File: config.mk
export PLATFORM = sky130hd
export DESIGN_NAME = sdram_cycle_sequencer_flat
export DESIGN_NICKNAME = d
export VERILOG_FILES = /design/src/rtl/sdram_cycle_sequencer_if.sv /design/src/rtl/sdram_cycle_sequencer.sv /design/src/flat_wrapper.sv
export SDC_FILE = /design/constraint.sdc
export NUM_CORES = 1
export LEC_CHECK = 0
export CORE_MARGIN = 3
export CORE_UTILIZATION = 45
export CTS_BUF_LIST = sky130_fd_sc_hd__clkbuf_4
export CTS_CLUSTER_DIAMETER = 40
export DETAILED_ROUTE_END_ITERATION = 16
export PLACE_DENSITY_LB_ADDON = 0.05
export REMOVE_ABC_BUFFERS = 1
export SLEW_MARGIN = 20
export SYNTH_ARGS = -nofsm -noshare
export SYNTH_HDL_FRONTEND = slang
export SYNTH_SLANG_ARGS = --single-unit
File: constraint.sdc
create_clock -name clk_in -period 4.6 [get_ports clk_in]
set_input_delay 1.15 -clock clk_in [delete_from_list [all_inputs] [get_ports clk_in]]
set_output_delay 1.15 -clock clk_in [all_outputs]
set_load 0.02 [all_outputs]
File: src/rtl/sdram_cycle_sequencer_if.sv
// rtl/sdram_cycle_sequencer_if.sv - CPU-side and controller-side signal bundle for the SDRAM cycle sequencer
//
// Purpose: groups the CPU request/response handshake and the SDRAM controller slot bus.
// Ports (slave = sequencer view):
//   cpu_req, cpu_we, cpu_addr[23:0], cpu_wdata[15:0]  CPU request, level-held until cpu_ack
//   cpu_rdata[15:0], cpu_ack                          read data and one-cycle completion pulse
//   busy                                              slot in progress or still in init
//   as, nwr, ad[23:0], din[15:0]                      controller slot start, write strobe, address, data
//   dout[15:0]                                        controller read data
interface sdram_cycle_sequencer_if;
   logic        cpu_req;
   logic        cpu_we;
   logic [23:0] cpu_addr;
   logic [15:0] cpu_wdata;
   logic [15:0] cpu_rdata;
   logic        cpu_ack;
   logic        busy;
   logic        as;
   logic        nwr;
   logic [23:0] ad;
   logic [15:0] din;
   logic [15:0] dout;

   modport slave (
      input  cpu_req, cpu_we, cpu_addr, cpu_wdata, dout,
      output cpu_rdata, cpu_ack, busy, as, nwr, ad, din
   );

   modport master (
      output cpu_req, cpu_we, cpu_addr, cpu_wdata, dout,
      input  cpu_rdata, cpu_ack, busy, as, nwr, ad, din
   );
endinterface

File: src/rtl/sdram_cycle_sequencer.sv
// rtl/sdram_cycle_sequencer.sv - slot sequencer in front of the TMS99000 SDRAM controller
//
// Purpose: turns level-held CPU requests into fixed-length controller slots, returns read
// data with a one-cycle ack, inserts dummy read slots while idle so auto-refresh keeps
// running, and holds off all slots until the controller power-up init has completed.
// Ports:
//   clk_in  controller clock
//   rst     asynchronous reset, active high
//   bus     sdram_cycle_sequencer_if.slave (CPU handshake + controller slot bus)
// Configuration macro: SDRAM_SEQ_POSTWR_EN - when defined, writes are acked in the cycle
// after their as cycle (posted); reads are unaffected.
module sdram_cycle_sequencer #(
   parameter int SLOT_CYCLES      = 18,
   parameter int RDATA_CYCLE      = 9,
   parameter int REFRESH_INTERVAL = 900,
   parameter int INIT_CYCLES      = 32
) (
   input  logic                     clk_in,
   input  logic                     rst,
   sdram_cycle_sequencer_if.slave   bus
);
   localparam int INIT_W = $clog2(INIT_CYCLES + 1);
   localparam int SLOT_W = $clog2(SLOT_CYCLES + 1);
   localparam int RFSH_W = $clog2(REFRESH_INTERVAL + 1);

   typedef enum logic [1:0] {ST_INIT, ST_IDLE, ST_SLOT} state_t;

   state_t              state;
   state_t              state_next;
   logic [INIT_W-1:0]   init_cnt;
   logic [SLOT_W-1:0]   slot_cnt;
   logic [RFSH_W-1:0]   rfsh_cnt;
   logic                slot_real;
   logic [23:0]         ad_q;
   logic [15:0]         din_q;
   logic                nwr_q;
   logic [15:0]         rdata_q;
   logic                start_slot;
   logic                start_real;
   logic                slot_last;
   logic                init_done;
   logic                rfsh_due;

   assign slot_last = (slot_cnt == SLOT_W'(SLOT_CYCLES - 1));
   assign init_done = (init_cnt == INIT_W'(INIT_CYCLES - 1));
   assign rfsh_due  = (rfsh_cnt == RFSH_W'(REFRESH_INTERVAL));

   always_ff @(posedge clk_in or posedge rst) begin
      if (rst) begin
         state     <= ST_INIT;
         init_cnt  <= '0;
         slot_cnt  <= '0;
         rfsh_cnt  <= '0;
         slot_real <= 1'b0;
         ad_q      <= '0;
         din_q     <= '0;
         nwr_q     <= 1'b1;
         rdata_q   <= '0;
      end else begin
         state <= state_next;

         if (state == ST_INIT && !init_done)
            init_cnt <= init_cnt + INIT_W'(1);

         // Counts every cycle since the last slot start, so an idle bus sees one
         // dummy slot every REFRESH_INTERVAL+1 cycles.
         if (start_slot)
            rfsh_cnt <= '0;
         else if (state != ST_INIT && !rfsh_due)
            rfsh_cnt <= rfsh_cnt + RFSH_W'(1);

         if (start_slot) begin
            slot_cnt  <= '0;
            slot_real <= start_real;
            if (start_real) begin
               ad_q  <= bus.cpu_addr;
               din_q <= bus.cpu_wdata;
               nwr_q <= ~bus.cpu_we;
            end else begin
               // Dummy slot: a read at whatever address is already on ad.
               nwr_q <= 1'b1;
            end
         end else if (state == ST_SLOT && !slot_last) begin
            slot_cnt <= slot_cnt + SLOT_W'(1);
         end

         if (state == ST_SLOT && slot_real && nwr_q && slot_cnt == SLOT_W'(RDATA_CYCLE))
            rdata_q <= bus.dout;
      end
   end

   always_comb begin
      state_next  = state;
      start_slot  = 1'b0;
      start_real  = 1'b0;
      bus.as      = 1'b0;
      bus.cpu_ack = 1'b0;
      bus.busy    = 1'b1;
      case (state)
         ST_INIT: begin
            if (init_done)
               state_next = ST_IDLE;
         end
         ST_IDLE: begin
            bus.busy = 1'b0;
            // A CPU slot also refreshes, so it takes priority over a due dummy slot.
            if (bus.cpu_req) begin
               start_slot = 1'b1;
               start_real = 1'b1;
               state_next = ST_SLOT;
            end else if (rfsh_due) begin
               start_slot = 1'b1;
               state_next = ST_SLOT;
            end
         end
         ST_SLOT: begin
            bus.as = (slot_cnt == '0);
`ifdef SDRAM_SEQ_POSTWR_EN
            bus.cpu_ack = slot_real &&
                          ((!nwr_q && slot_cnt == SLOT_W'(1)) || (nwr_q && slot_last));
`else
            bus.cpu_ack = slot_real && slot_last;
`endif
            if (slot_last)
               state_next = ST_IDLE;
         end
         default: state_next = ST_INIT;
      endcase
   end

   assign bus.ad        = ad_q;
   assign bus.din       = din_q;
   assign bus.nwr       = nwr_q;
   assign bus.cpu_rdata = rdata_q;
endmodule
File: src/flat_wrapper.sv
// flat-port wrapper written by rule: the top's interface ports become plain ports
module sdram_cycle_sequencer_flat 
#(
   parameter int SLOT_CYCLES      = 18,
   parameter int RDATA_CYCLE      = 9,
   parameter int REFRESH_INTERVAL = 900,
   parameter int INIT_CYCLES      = 32
)
  (clk_in, rst, bus_cpu_req, bus_cpu_we, bus_cpu_addr, bus_cpu_wdata, bus_dout, bus_cpu_rdata, bus_cpu_ack, bus_busy, bus_as, bus_nwr, bus_ad, bus_din);
  sdram_cycle_sequencer_if bus_i ();
  input  logic clk_in;
  input  logic rst;
  input wire logic [$bits(bus_i.cpu_req)-1:0] bus_cpu_req;
  input wire logic [$bits(bus_i.cpu_we)-1:0] bus_cpu_we;
  input wire logic [$bits(bus_i.cpu_addr)-1:0] bus_cpu_addr;
  input wire logic [$bits(bus_i.cpu_wdata)-1:0] bus_cpu_wdata;
  input wire logic [$bits(bus_i.dout)-1:0] bus_dout;
  output wire logic [$bits(bus_i.cpu_rdata)-1:0] bus_cpu_rdata;
  output wire logic [$bits(bus_i.cpu_ack)-1:0] bus_cpu_ack;
  output wire logic [$bits(bus_i.busy)-1:0] bus_busy;
  output wire logic [$bits(bus_i.as)-1:0] bus_as;
  output wire logic [$bits(bus_i.nwr)-1:0] bus_nwr;
  output wire logic [$bits(bus_i.ad)-1:0] bus_ad;
  output wire logic [$bits(bus_i.din)-1:0] bus_din;
  assign bus_i.cpu_req = bus_cpu_req;
  assign bus_i.cpu_we = bus_cpu_we;
  assign bus_i.cpu_addr = bus_cpu_addr;
  assign bus_i.cpu_wdata = bus_cpu_wdata;
  assign bus_i.dout = bus_dout;
  assign bus_cpu_rdata = bus_i.cpu_rdata;
  assign bus_cpu_ack = bus_i.cpu_ack;
  assign bus_busy = bus_i.busy;
  assign bus_as = bus_i.as;
  assign bus_nwr = bus_i.nwr;
  assign bus_ad = bus_i.ad;
  assign bus_din = bus_i.din;
  sdram_cycle_sequencer #(.SLOT_CYCLES(SLOT_CYCLES), .RDATA_CYCLE(RDATA_CYCLE), .REFRESH_INTERVAL(REFRESH_INTERVAL), .INIT_CYCLES(INIT_CYCLES)) u_core (.clk_in(clk_in), .rst(rst), .bus(bus_i));
endmodule
==> results.py, run 1 <==
metrics = {
    "synthesis": {
        "synth_async_sr_flop_share_pct": 100,
        "synth-xor-area-share_pct": 1.22,
        "synth_top_family_by_area": "multiplexers",
        "synth.distinct_cells": 51,
        "netlist_instances": 273,
        "avgSynthCellArea_um2": 13.2,
        "synth_top_area_cell": "dfrtp_1",
        "yosys.area_share.simple_pct": 9.54,
        "synth-edff-count": 0,
        "synthTopCellsByArea": "dfrtp_1 56%, mux2_2 18%, a22oi_1 2.1%",
        "yosysWarnings": 0,
        "synth_compound_area_share_pct": 9.92,
        "synth-seq-area-share_pct": 56.4,
        "ys.flop_type": "dfrtp_1",
        "synthAdderAreaFrac_pct": 2.09,
        "syn_area_mm2": 0.00359,
        "synth.top_cell.area_share_pct": 55.7,
        "muxShareOfSynthArea_pct": 18.1,
        "synth-seq-cells": 81,
    },
    "cells_and_area": {
        "seq_area_mm2": 0.00203,
        "final_nets": 461,
        "antenna-diode-count": 0,
        "drive_gt1_share_pct": 21.0,
        "multi_input_area_mm2": 0.00147,
        "fillers": 572,
        "syn_to_final_growth_pct": 40.4,
        "final_cell_count_no_fill": 499,
    },
    "clock_network": {
        "insertion_delay_ns": 0.42,
        "cts_tree": "yes",
        "clockBufferDepth": 2,
        "cts.sinks": 81,
        "postCtsSetupBuffers": 0,
        "numCtsBuffers": 9,
        "cts_hold_repair.buffers": 0,
        "clkTransAtPathRegs_ns": 0.12,
        "cts_root_buf": "clkbuf_4",
        "htree_levels": 3,
        "cts_resized": 0,
    },
    "timing": {
        "rsz0062_at_grt": "no",
        "max_freq_ghz": 0.271,
        "worst_pin_slew_ns": 1.03,
        "fin_crit_ns": 3.69,
        "setup-tns-final_ns": 0,
        "fin_crit_sh_pct": 80.2,
        "slew_violations": 0,
        "skew_ns": 0.0115,
        "relSlewSlack_pct": 31.1,
        "setup_viol": 0,
        "hold_violations": 0,
        "holdWs_ns": 0.508,
    },
    "drt": {
        "antenna_left": 0,
        "routedWlPerCell_um": 16.9,
        "drtIter0Drc": 85,
        "dr.pass1.iters": 4,
        "routed_via_density": 5.41,
        "drc": 0,
        "vias": 2699,
        "wl_um": 8440,
    },
    "floorplan": {
        "initial_core_util_pct": 48.0,
        "die_w_um": 95.4,
        "die_h_um": 95.4,
        "ios": 120,
        "core_area_mm2": 0.00749,
        "fp-row-count": 31,
        "die_area_mm2": 0.00909,
    },
    "critical_path": {
        "crit_type": "register to output port",
        "end_kind": "output port",
        "ff2ff_setup_slack_ns": 2.06,
        "cp.required_ns": 3.45,
        "reg2reg_to": "u_core.bus.cpu_rdata[9]",
        "critPathLaunchType": "register",
        "cp_max_fo": 18,
        "reg2reg_depth": 3,
        "r2r_start": "u_core.state[1]",
        "worstPathArrival_ns": 2.54,
    },
    "placed_design": {
        "gp_congestion": 0.814,
        "dp_cells": 483,
        "hpwlAfterDp_um": 6210,
        "port_buffers": 119,
    },
    "job": {
        "maxCapViolCount": 0,
    },
    "outcome": {
        "status": "finished, final reports clean",
    },
    "grt": {
        "grt_pass1_wl_um": 13200,
        "antenna_found_initial": 0,
        "grt-ovfl-total": 0,
        "first_global_vias": 2616,
        "grt_usage_pct": 19.0,
        "grt_max_degree": 60,
    },
    "power_and_ir_drop": {
        "peakVddDrop_mv": 0.377,
        "power.density_mw_per_mm2": 568,
        "p_leak_nw": 2.12,
    },
    "hold_path": {
        "hold_class": "register to register",
        "hold_path_end": "u_core.init_cnt[0]",
        "min-delay-start": "u_core.init_cnt[0]",
        "min_path_cells": 1,
    },
}
## final cells by class
type / instances / area share, %
Clock buffer: 9 / 1.34
Clock inverter: 7 / 1.86
Inverter: 10 / 0.794
Multi-Input combinational cell: 170 / 29.1
Sequential cell: 81 / 40.2
Tap cell: 99 / 2.46
Timing Repair Buffer: 123 / 24.2
## power by group
group	switching (W)	leakage (nW)	internal (W)
Combinational	0.000597	1.04	0.000672
Sequential	0.000182	0.997	0.000943
Clock	0.000248	0.0839	0.000221
## logic make-up after synthesis
kind of cell               count (synthesis)
AOI/OAI and AO/OA                         48
DFF                                       81
and+or+nand+nor                           53
muxes                                     58
xor gates and xnor gates                   5
adders and majority gates                  6
buffers and inverters                     22
## placed cells by master (no fill, tap or decap), drive strengths merged, types with 2 or more instances in the layout
| cell type | Yosys | routed |
|---|---|---|
| inv | 10 | 11 |
| and3 | 2 | 2 |
| mux2 | 57 | 57 |
| and3b | 2 | 2 |
| clkbuf | 9 | 9 |
| o221a | 2 | 2 |
| o31ai | 5 | 5 |
| a22oi | 10 | 10 |
| nand3 | 4 | 4 |
| nand4 | 2 | 2 |
| nand3b | 3 | 3 |
| and2 | 2 | 2 |
| o311ai | 3 | 3 |
| clkinv | 0 | 3 |
| xnor2 | 4 | 4 |
| ha | 6 | 6 |
| nor4b | 3 | 3 |
| or4 | 2 | 2 |
| bufinv | 0 | 2 |
| buf | 3 | 4 |
| o2111ai | 5 | 5 |
| or3 | 6 | 6 |
| nor2b | 2 | 2 |
| dfrtp | 80 | 80 |
| clkdlybuf4s50 | 0 | 119 |
| nand2 | 14 | 14 |
| o21ai | 10 | 10 |
| nor4 | 2 | 2 |
| a31oi | 3 | 3 |
## per-layer routing
layer  part of all wire [%]  track usage [%]  up-vias
met5                      0                0        -
met4                    1.1             7.33        0
met3                    6.4             3.55       10
met2                     47             30.1       85
met1                     45             25.8     1333
li1                       -                -     1271
## through the flow
step	area (um^2)	util [%]	power, W	setup slack, ns
4_1_cts	5040	67.4	0.00289	0.908
3_5_place_dp	4880	65.2	0.00242	1.22
3_3_place_gp	4880	65.2	0.00239	1.27
2_1_floorplan	3540	-	0.00181	1.37
6_report	5040	67.4	0.00286	0.912
5_1_grt	5040	67.4	0.00303	0.825
## sequential cells by signal, summed over array words and instances (netlist names)
name and flops:
u_core.bus.nwr 1, u_core.bus.din 16, u_core.slot_real 1, u_core.bus.cpu_rdata 16
u_core.rfsh_cnt 10, u_core.state 2, u_core.init_cnt 6, u_core.slot_cnt 5
u_core.bus.ad 24
## Yosys cell counts (all sizes together) (2+ instances only)
cell	n
or4	2
inv	10
and2	2
nor4b	3
nand3	4
and3b	2
o2111ai	5
ha	6
nor2b	2
nor4	2
nand2	14
a22oi	10
clkbuf	9
o221a	2
nand4	2
xnor2	4
and3	2
or3	6
mux2	57
a31oi	3
dfrtp	80
nand3b	3
buf	3
o21ai	10
o311ai	3
o31ai	5
## how the worst max path moves through the flow
stage / startpoint / to / slack [ns] / cells past startpoint
2_1_floorplan: rst / u_core.bus.ad[0] / 1.37 / 1
3_3_place_gp: bus_cpu_req / u_core.bus.din[9] / 1.27 / 4
3_5_place_dp: bus_cpu_req / u_core.bus.din[9] / 1.22 / 4
4_1_cts: u_core.state[1] / bus_cpu_ack / 0.91 / 3
5_1_grt: u_core.state[1] / bus_as / 0.83 / 3
6_report: u_core.state[1] / bus_cpu_ack / 0.91 / 3
## critical path, cell delays in order (launching register included)
cell and delay [ns]:
dfrtp_1 0.68, or3b_4 0.47, nor4b_1 0.30, clkdlybuf4s50_1 0.68
Power figures use the tool's default switching activity.
==> inputs of run 2 (changes only) <==
CORE_UTILIZATION = 43   (was 45)
clock period = 3.3 ns   (was 4.6 ns; I/O delays follow)
==> results.py, run 2 (same netlist as run 1, synthesis figures left out) <==
metrics = {
    "timing": {
        "worst_pin_slew_ns": 0.662,
        "max_freq_ghz": 0.327,
        "holdWs_ns": 0.509,
        "skew_ns": 0.0129,
        "slew_violations": 0,
        "relSlewSlack_pct": 55.2,
        "setup-tns-final_ns": 0,
        "setup_slack_ns": 0.239,
        "fin_crit_sh_pct": 92.8,
        "rsz0062_at_grt": "no",
        "hold_violations": 0,
        "setup_viol": 0,
        "fin_crit_ns": 3.06,
    },
    "clock_network": {
        "cts.sinks": 81,
        "htree_levels": 3,
        "insertion_delay_ns": 0.41,
        "postCtsSetupBuffers": 0,
        "clockBufferDepth": 2,
        "clkTransAtPathRegs_ns": 0.12,
        "cts_tree": "yes",
        "cts_hold_repair.buffers": 0,
        "numCtsBuffers": 9,
        "cts_root_buf": "clkbuf_4",
        "cts_resized": 0,
    },
    "cells_and_area": {
        "syn_to_final_growth_pct": 41.0,
        "antenna-diode-count": 0,
        "fillers": 644,
        "final_common_cell": "clkdlybuf4s50_1",
        "final_core_util_pct": 63.9,
        "final_nets": 464,
        "layout_common_cells": "119 x clkdlybuf4s50_1, 80 x dfrtp_1, 57 x mux2_2",
        "largest_reg_flops": 24,
        "drive_gt1_share_pct": 21.1,
    },
    "grt": {
        "grt_use_met1_pct": 23.6,
        "first_global_vias": 2696,
        "grt_pass1_wl_um": 13700,
        "grt.busiest_layer": "met2",
        "grt-ovfl-total": 0,
        "grt_usage_pct": 17.9,
        "antenna_found_initial": 0,
        "grt_max_degree": 42,
        "grt_use_met2_pct": 29.5,
        "gr-usage-met3_pct": 4.24,
    },
    "floorplan": {
        "fp-row-count": 32,
        "die_w_um": 97.4,
        "die_area_mm2": 0.00949,
        "die_h_um": 97.4,
        "initial_core_util_pct": 45.3,
        "ios": 120,
        "core_area_mm2": 0.00793,
    },
    "placed_design": {
        "gp_congestion": 0.808,
        "pre_cts_slack_ns": 0.672,
        "hpwlAfterDp_um": 6080,
        "port_buffers": 119,
    },
    "job": {
        "maxCapViolCount": 0,
    },
    "outcome": {
        "status": "finished, final reports clean",
    },
    "drt": {
        "drc": 0,
        "dr.pass1.iters": 4,
        "routed_via_density": 5.34,
        "wl_um": 8200,
        "drtIter0Drc": 54,
        "antenna_left": 0,
        "vias": 2696,
        "routedWlPerCell_um": 16.2,
    },
    "critical_path": {
        "cp_max_fo": 6,
        "r2r_start": "u_core.rfsh_cnt[3]",
        "reg2reg_depth": 3,
        "cp.required_ns": 2.47,
        "end_kind": "output port",
        "ff2ff_setup_slack_ns": 1.39,
        "worstPathArrival_ns": 2.24,
        "reg2reg_to": "u_core.rfsh_cnt[2]",
        "critPathLaunchType": "register",
        "crit_type": "register to output port",
    },
    "hold_path": {
        "hold_class": "register to register",
        "min_path_cells": 1,
        "min-delay-start": "u_core.init_cnt[0]",
        "hold_path_end": "u_core.init_cnt[0]",
    },
    "power_and_ir_drop": {
        "power.density_mw_per_mm2": 773,
        "totalPowerFinal_w": 0.00391,
        "peakVddDrop_mv": 0.357,
        "p_leak_nw": 2.13,
    },
}
==> run 2: changes by cell type in the layout (fill, tap and decap cells not counted), sizes merged <==
cell,change
clkinv,+1
inv,-1
buf,+3
bufinv,-1
clkbuf,+1
==> run 2: worst max-delay path, cell delays in order (launching register included) <==
cell and delay, ns:
dfrtp_1 0.44, or3b_4 0.42, nor4b_1 0.29, clkdlybuf4s50_1 0.69
==> run 2: worst max-delay path by stage <==
stage | start | to | slack [ns]
2_1_floorplan | rst | u_core.bus.ad[0] | 0.40
3_3_place_gp | u_core.slot_cnt[2] | bus_cpu_ack | 0.68
3_5_place_dp | u_core.slot_cnt[2] | bus_as | 0.67
4_1_cts | u_core.slot_cnt[2] | bus_cpu_ack | 0.19
5_1_grt | u_core.slot_cnt[2] | bus_cpu_ack | 0.09
6_report | u_core.slot_cnt[2] | bus_cpu_ack | 0.24
==> run 2: where the power goes <==
group | internal, W | leakage, nW | switching, W
clock network | 0.000236 | 0.0695 | 0.000331
logic | 0.000957 | 1.07 | 0.000879
registers | 0.00132 | 0.997 | 0.000197
total | 0.00251 | 2.13 | 0.00141
==> run 2: through the flow <==
step	instance area (um^2)	instances
floorplan	3540	261
global placement	4930	489
detailed placement	4930	489
CTS	5070	505
global route	5070	505
finish	5070	505
==> run 2: final cells by class <==
class,instances,area [um^2],share of cell area [%]
inverter,10,38.8,0.766
sequential,81,2030,40.0
timing repair buffer,126,1270,25.0
multi-input combinational,170,1470,29.0
clock buffer,10,75.1,1.48
tap,102,128,2.52
clock inverter,6,57.6,1.14
==> run 2: layer usage <==
| metal | vias to the layer above | share of wire (%) |
|---|---|---|
| met5 | - | 0 |
| met4 | 0 | 0.52 |
| met3 | 4 | 4.9 |
| met2 | 88 | 50 |
| met1 | 1321 | 45 |
| li1 | 1283 | - |
